[src/rtl/gpu_ring_stop.sv]
// Per-GPU ring network stop: buffers GPU injections and upstream ring flits,
// ejects flits addressed to this node and merges everything else onto the ring.
module gpu_ring_stop #(
    parameter int unsigned NODE_ID    = 7,
    parameter int unsigned INJ_DEPTH  = 4,
    parameter int unsigned PASS_DEPTH = 2,
    parameter int unsigned STARVE_MAX = 8
) (
    input  logic                       ACLK,
    input  logic                       ARESET,
    input  logic [15:0]                inj_data,
    input  logic                       inj_valid,
    output logic                       inj_ready,
    output logic [15:0]                ej_data,
    output logic                       ej_valid,
    input  logic                       ej_ready,
    input  logic [15:0]                ring_in_data,
    input  logic                       ring_in_valid,
    output logic                       ring_in_ready,
    output logic [15:0]                ring_out_data,
    output logic                       ring_out_valid,
    input  logic                       ring_out_ready,
    output logic [$clog2(INJ_DEPTH):0] inj_level,
    output logic [15:0]                ej_count
);

    localparam int unsigned IAW = $clog2(INJ_DEPTH);
    localparam int unsigned PAW = $clog2(PASS_DEPTH);
    localparam int unsigned SW  = $clog2(STARVE_MAX + 1);

    localparam logic [5:0]    NODE       = 6'(NODE_ID);
    localparam logic [IAW:0]  INJ_FULL   = (IAW + 1)'(INJ_DEPTH);
    localparam logic [PAW:0]  PASS_FULL  = (PAW + 1)'(PASS_DEPTH);
    localparam logic [SW-1:0] STARVE_LIM = SW'(STARVE_MAX);

    logic [15:0]    inj_mem  [INJ_DEPTH];
    logic [15:0]    pass_mem [PASS_DEPTH];

    logic [IAW-1:0] inj_wr_q, inj_wr_d, inj_rd_q, inj_rd_d;
    logic [IAW:0]   inj_cnt_q, inj_cnt_d;
    logic [PAW-1:0] pass_wr_q, pass_wr_d, pass_rd_q, pass_rd_d;
    logic [PAW:0]   pass_cnt_q, pass_cnt_d;

    logic           ro_valid_q, ro_valid_d;
    logic [15:0]    ro_data_q, ro_data_d;
    logic           ej_valid_q, ej_valid_d;
    logic [15:0]    ej_data_q, ej_data_d;
    logic [15:0]    ej_count_q, ej_count_d;
    logic [SW-1:0]  starve_q, starve_d;

    logic           inj_push, inj_pop, pass_push, pass_pop;
    logic [15:0]    inj_head, pass_head;
    logic           inj_to_ej, inj_to_ring, pass_to_ej, pass_to_ring;
    logic           ro_open, ej_open, inj_forced;
    logic           ro_take_inj, ro_take_pass, ej_take_inj, ej_take_pass;

    // Readies are held low for the whole reset cycle so no flit slips in.
    assign inj_ready     = !ARESET && (inj_cnt_q != INJ_FULL);
    assign ring_in_ready = !ARESET && (pass_cnt_q != PASS_FULL);
    assign inj_push      = inj_valid && inj_ready;
    assign pass_push     = ring_in_valid && ring_in_ready;

    assign inj_head      = inj_mem[inj_rd_q];
    assign pass_head     = pass_mem[pass_rd_q];
    assign inj_to_ej     = (inj_cnt_q != '0) && (inj_head[15:10] == NODE);
    assign inj_to_ring   = (inj_cnt_q != '0) && (inj_head[15:10] != NODE);
    assign pass_to_ej    = (pass_cnt_q != '0) && (pass_head[15:10] == NODE);
    assign pass_to_ring  = (pass_cnt_q != '0) && (pass_head[15:10] != NODE);

    assign ro_open       = !ro_valid_q || ring_out_ready;
    assign ej_open       = !ej_valid_q || ej_ready;

    // Pass traffic normally owns the ring; a starved injector takes one slot.
    assign inj_forced    = inj_to_ring && (starve_q == STARVE_LIM);
    assign ro_take_inj   = ro_open && inj_to_ring && (inj_forced || !pass_to_ring);
    assign ro_take_pass  = ro_open && pass_to_ring && !inj_forced;
    assign ej_take_pass  = ej_open && pass_to_ej;
    assign ej_take_inj   = ej_open && inj_to_ej && !pass_to_ej;

    assign inj_pop       = ro_take_inj || ej_take_inj;
    assign pass_pop      = ro_take_pass || ej_take_pass;

    assign ring_out_valid = ro_valid_q;
    assign ring_out_data  = ro_data_q;
    assign ej_valid       = ej_valid_q;
    assign ej_data        = ej_data_q;
    assign ej_count       = ej_count_q;
    assign inj_level      = inj_cnt_q;

    always_comb begin
        // NOTE: every signal driven here gets a default first so no latch is inferred.
        inj_wr_d   = inj_wr_q;
        inj_rd_d   = inj_rd_q;
        pass_wr_d  = pass_wr_q;
        pass_rd_d  = pass_rd_q;
        ro_data_d  = ro_data_q;
        ej_data_d  = ej_data_q;
        ej_count_d = ej_count_q;
        starve_d   = starve_q;
        ro_valid_d = ro_valid_q && !ring_out_ready;
        ej_valid_d = ej_valid_q && !ej_ready;

        if (inj_push)  inj_wr_d  = inj_wr_q + IAW'(1);
        if (inj_pop)   inj_rd_d  = inj_rd_q + IAW'(1);
        if (pass_push) pass_wr_d = pass_wr_q + PAW'(1);
        if (pass_pop)  pass_rd_d = pass_rd_q + PAW'(1);
        inj_cnt_d  = inj_cnt_q + (IAW + 1)'(inj_push) - (IAW + 1)'(inj_pop);
        pass_cnt_d = pass_cnt_q + (PAW + 1)'(pass_push) - (PAW + 1)'(pass_pop);

        if (ro_take_inj) begin
            ro_valid_d = 1'b1;
            ro_data_d  = inj_head;
        end else if (ro_take_pass) begin
            ro_valid_d = 1'b1;
            ro_data_d  = pass_head;
        end

        if (ej_take_pass || ej_take_inj) begin
            ej_valid_d = 1'b1;
            ej_data_d  = ej_take_pass ? pass_head : inj_head;
            ej_count_d = ej_count_q + 16'd1;
        end

        // Starvation only advances in cycles where ring_out could accept a flit.
        if (ro_open) begin
            if (!inj_to_ring || ro_take_inj) begin
                starve_d = '0;
            end else if (starve_q != STARVE_LIM) begin
                starve_d = starve_q + SW'(1);
            end
        end
    end

    // NOTE: state updates use non-blocking assignments so every flop samples pre-edge values.
    always_ff @(posedge ACLK) begin
        if (ARESET) begin
            inj_wr_q   <= '0;
            inj_rd_q   <= '0;
            inj_cnt_q  <= '0;
            pass_wr_q  <= '0;
            pass_rd_q  <= '0;
            pass_cnt_q <= '0;
            ro_valid_q <= 1'b0;
            ro_data_q  <= '0;
            ej_valid_q <= 1'b0;
            ej_data_q  <= '0;
            ej_count_q <= '0;
            starve_q   <= '0;
        end else begin
            inj_wr_q   <= inj_wr_d;
            inj_rd_q   <= inj_rd_d;
            inj_cnt_q  <= inj_cnt_d;
            pass_wr_q  <= pass_wr_d;
            pass_rd_q  <= pass_rd_d;
            pass_cnt_q <= pass_cnt_d;
            ro_valid_q <= ro_valid_d;
            ro_data_q  <= ro_data_d;
            ej_valid_q <= ej_valid_d;
            ej_data_q  <= ej_data_d;
            ej_count_q <= ej_count_d;
            starve_q   <= starve_d;
        end
    end

    // NOTE: FIFO storage has no reset; emptied pointers/counts make stale entries unreachable.
    always_ff @(posedge ACLK) begin
        if (inj_push)  inj_mem[inj_wr_q]   <= inj_data;
        if (pass_push) pass_mem[pass_wr_q] <= ring_in_data;
    end

endmodule

[config.mk]
export PLATFORM = sky130hd
export DESIGN_NAME = gpu_ring_stop
export DESIGN_NICKNAME = d
export VERILOG_FILES = /design/src/rtl/gpu_ring_stop.sv
export SDC_FILE = /design/constraint.sdc
export NUM_CORES = 1
export LEC_CHECK = 0
export ABC_CLOCK_PERIOD_IN_PS = 4700
export CAP_MARGIN = 0
export CORE_AREA = 2 2 140 142
export CTS_CLUSTER_DIAMETER = 30
export DETAILED_ROUTE_END_ITERATION = 8
export DIE_AREA = 0 0 142 144
export SLEW_MARGIN = 20
export SYNTH_ARGS = -nofsm -noshare
export SYNTH_HDL_FRONTEND = slang
export SYNTH_SLANG_ARGS = --single-unit
[constraint.sdc]
create_clock -name ACLK -period 4.7 [get_ports ACLK]
set_input_delay 0.705 -clock ACLK [delete_from_list [all_inputs] [get_ports ACLK]]
set_output_delay 0.705 -clock ACLK [all_outputs]
set_load 0.03 [all_outputs]
==> results.ini <==
[drt]
drt_iter0_markers = 279
wl_per_cell_um = 17.92
dr.pass1.iters = 4
post-route-drc-count = 0
met3_length_um = 652
top_layer_used = met4
viasPerCell = 5.032
drt-total-wl_um = 14780
m1WireLength_um = 6583
wl_met2_um = 7257
vias = 4151
drt.antenna.violating_nets = 0

[global_routing]
grt_pass1_wl_um = 22930
track_usage_pct = 15.04
grt_antenna_before_repair = 0
grt_pass1_vias = 4216
overflow = 0
grt_max_degree = 33

[critical_path]
worstPathRequired_ps = 5000
timing.rr.end = inj_level[2]
worstPathCellList = buf_4 > mux4_2 > or3_1 > and2_1 > a21oi_2 > inv_1 > ha_1 > inv_1 > ha_1 > inv_1 > fa_1 > xor2_1 > xnor2_1 > nor2_1
slowest_delay_ps = 570
cpMostUsedCell = inv_1
critPathArrivalTime_ps = 4290
path_buf_inv = 4
crit_slowest_cell = mux4_2
end_kind = flip-flop
r2r_slack_ps = 700
critical-path-top-delay-family = simple AND/OR/NAND/NOR gates
start_kind = flip-flop
critical_path_class = flip-flop to flip-flop
r2r_cells = 14
cp_max_fo = 11

[logic_synthesis]
ys_ff_latch = 164
yosysWarningCount = 0
synthesis.area_mm2 = 0.006544
synthFlopType = edfxtp_1
netlist_instances = 481
syn-num-nets = 531
async_flop_share_pct = 0
ys_types = 50
syn_avg_cell_area_um2 = 13.60
synth-edff-count = 96
yosysSeqAreaShare_pct = 64.86

[layout]
final_core_util_pct = 43.23
area_growth_pct = 26.04
fill_cells = 1709
nNetsFinal = 624
antennaDiodeCount = 0
drive_gt1_share_pct = 12.10
fin_cells = 825

[timing]
rsz0062_at_grt = no
worst_slew_pin_slew_ps = 883.9
slew_headroom_pct = 41.07
setup_viol = 0
period_minus_slack_ps = 3995
slew_violations = 0
fin_setup_tns_ps = 0
fmax_mhz = 250.3
min_period_over_period_pct = 85.01
skew_ps = 7.854
hold_viol = 0

[floorplanning]
dieArea_mm2 = 0.02045
start_util_pct = 34.30
die_x_um = 142
io-pin-count = 93
die_h_um = 144
core_mm2 = 0.01908
num_rows = 51

[place]
dp_cells = 793
dpl.hpwl_um = 10660
numPortBuffers = 92
place_congestion = 0.8108

[power_and_ir_drop]
leakagePower_uw = 0.002792
max-vdd-ir-drop_mv = 0.3046
powerDensity_mw_per_mm2 = 530.9
finalPower_uw = 4379

[clocking]
clkTransAtPathRegs_ps = 70
post_cts_buffers = 0
cts_sinks = 164
hold_buffers = 0
cts_htree_levels = 4
clk_latency_ps = 420
cts_buffers = 17
cts_max_path_buffers = 2
cts_tree = done
root_buffer = clkbuf_16
cts_resized = 0

[hold_path]
worstHoldPathCells = 2
worstHoldStart = ej_data[6]
hold_path.class = flip-flop to flip-flop
hold_path_end = ej_data[6]

[outcome]
status = completed

[job]
cap_violations = 0

[where the power goes]
| group | internal, uW | switching (uW) |
|---|---|---|
| combinational | 521 | 709 |
| sequential | 1690 | 147 |
| clock | 738 | 573 |
[state kept, by name (all words and copies together), names as in the netlist, 2 cells and up, named ones only]
register	cells
pass_cnt_q	2
inj_rd_q	2
starve_q	4
inj_wr_q	2
pass_mem	32
ej_data	16
ej_count	16
inj_mem	64
ring_out_data	16
inj_level	3
[layout make-up]
cell class	count	area [um^2]	area share (%)
inverter	12	45.04	0.5461
tap	238	297.8	3.610
sequential	164	4244	51.46
clock inverter	13	125.1	1.517
clock buffer	19	432.9	5.249
multi-input combinational	282	2150	26.06
timing repair buffer	97	953.4	11.56
[worst max path at each step]
stage / start / endpoint / slack, ps / depth (start not counted)
2_1_floorplan: flip-flop / inj_level[2] / 1220 / 17
3_3_place_gp: flip-flop / inj_level[2] / 830 / 14
3_5_place_dp: flip-flop / inj_level[2] / 710 / 14
4_1_cts: flip-flop / inj_level[2] / 690 / 14
5_1_grt: flip-flop / inj_level[2] / 430 / 14
6_report: flip-flop / inj_level[2] / 700 / 14
[worst reg2reg max path, stage by stage, from the launching register on]
cell and delay, ps:
dfxtp_1 530, buf_4 330, mux4_2 580, or3_1 490, and2_1 350, a21oi_2 260, inv_1 70, ha_1 270
inv_1 60, ha_1 130, inv_1 50, fa_1 370, xor2_1 190, xnor2_1 160, nor2_1 60
[cell usage in the layout (no fill, tap or decap), types with 5 or more instances in the layout]
| cell type | netlist | routed |
|---|---|---|
| inv_1 | 12 | 12 |
| and3_1 | 7 | 7 |
| nand3_1 | 11 | 11 |
| clkbuf_16 | 0 | 17 |
| xnor2_1 | 9 | 9 |
| o2bb2ai_1 | 12 | 12 |
| a21oi_1 | 21 | 21 |
| dfxtp_1 | 68 | 68 |
| nand2b_1 | 5 | 5 |
| nand4_1 | 8 | 8 |
| nor2b_1 | 5 | 5 |
| o21ai_0 | 11 | 11 |
| mux4_2 | 16 | 16 |
| buf_4 | 0 | 5 |
| nand2_1 | 27 | 27 |
| mux2_2 | 9 | 9 |
| nor2_1 | 46 | 46 |
| or3_1 | 5 | 5 |
| xor2_1 | 12 | 12 |
| a211oi_1 | 6 | 6 |
| clkdlybuf4s50_1 | 0 | 91 |
| ha_1 | 11 | 11 |
| mux2i_1 | 14 | 14 |
| edfxtp_1 | 96 | 96 |
[cell usage after synthesis (12+ instances only)]
library cell   n  area, um^2
a21oi_1       21       105.1
clkbuf_1      13       48.80
dfxtp_1       68        1361
edfxtp_1      96        2883
inv_1         12       45.04
mux2i_1       14       140.1
mux4_2        16       360.4
nand2_1       27       101.4
nor2_1        46       172.7
o2bb2ai_1     12       105.1
xor2_1        12       105.1
[layer usage]
metal | up-vias | GRT usage [%]
met3 | 16 | 4.172
met5 | - | 0
met1 | 2069 | 18.78
met4 | 0 | 5.842
li1 | 1972 | -
met2 | 94 | 24.94
[per-stage QoR]
step	instance area (um^2)	worst slack [ps]	hold WS [ps]
2_1_floorplan	6544	1223	459.1
3_3_place_gp	7690	833.7	452.8
3_5_place_dp	7690	711.9	450.0
4_1_cts	8248	687.5	457.5
5_1_grt	8248	427.4	474.1
6_report	8248	704.6	452.0
[kinds of logic after synthesis]
kind of cell | count (synthesis) | share of synthesized area (%)
compound gates | 75 | 8.126
xor+xnor | 21 | 2.811
flops | 164 | 64.86
fa+ha+maj | 12 | 2.409
buf+inv | 35 | 2.352
simple gates | 135 | 10.25
mux | 39 | 9.197
(Power assumes the default switching activity.)
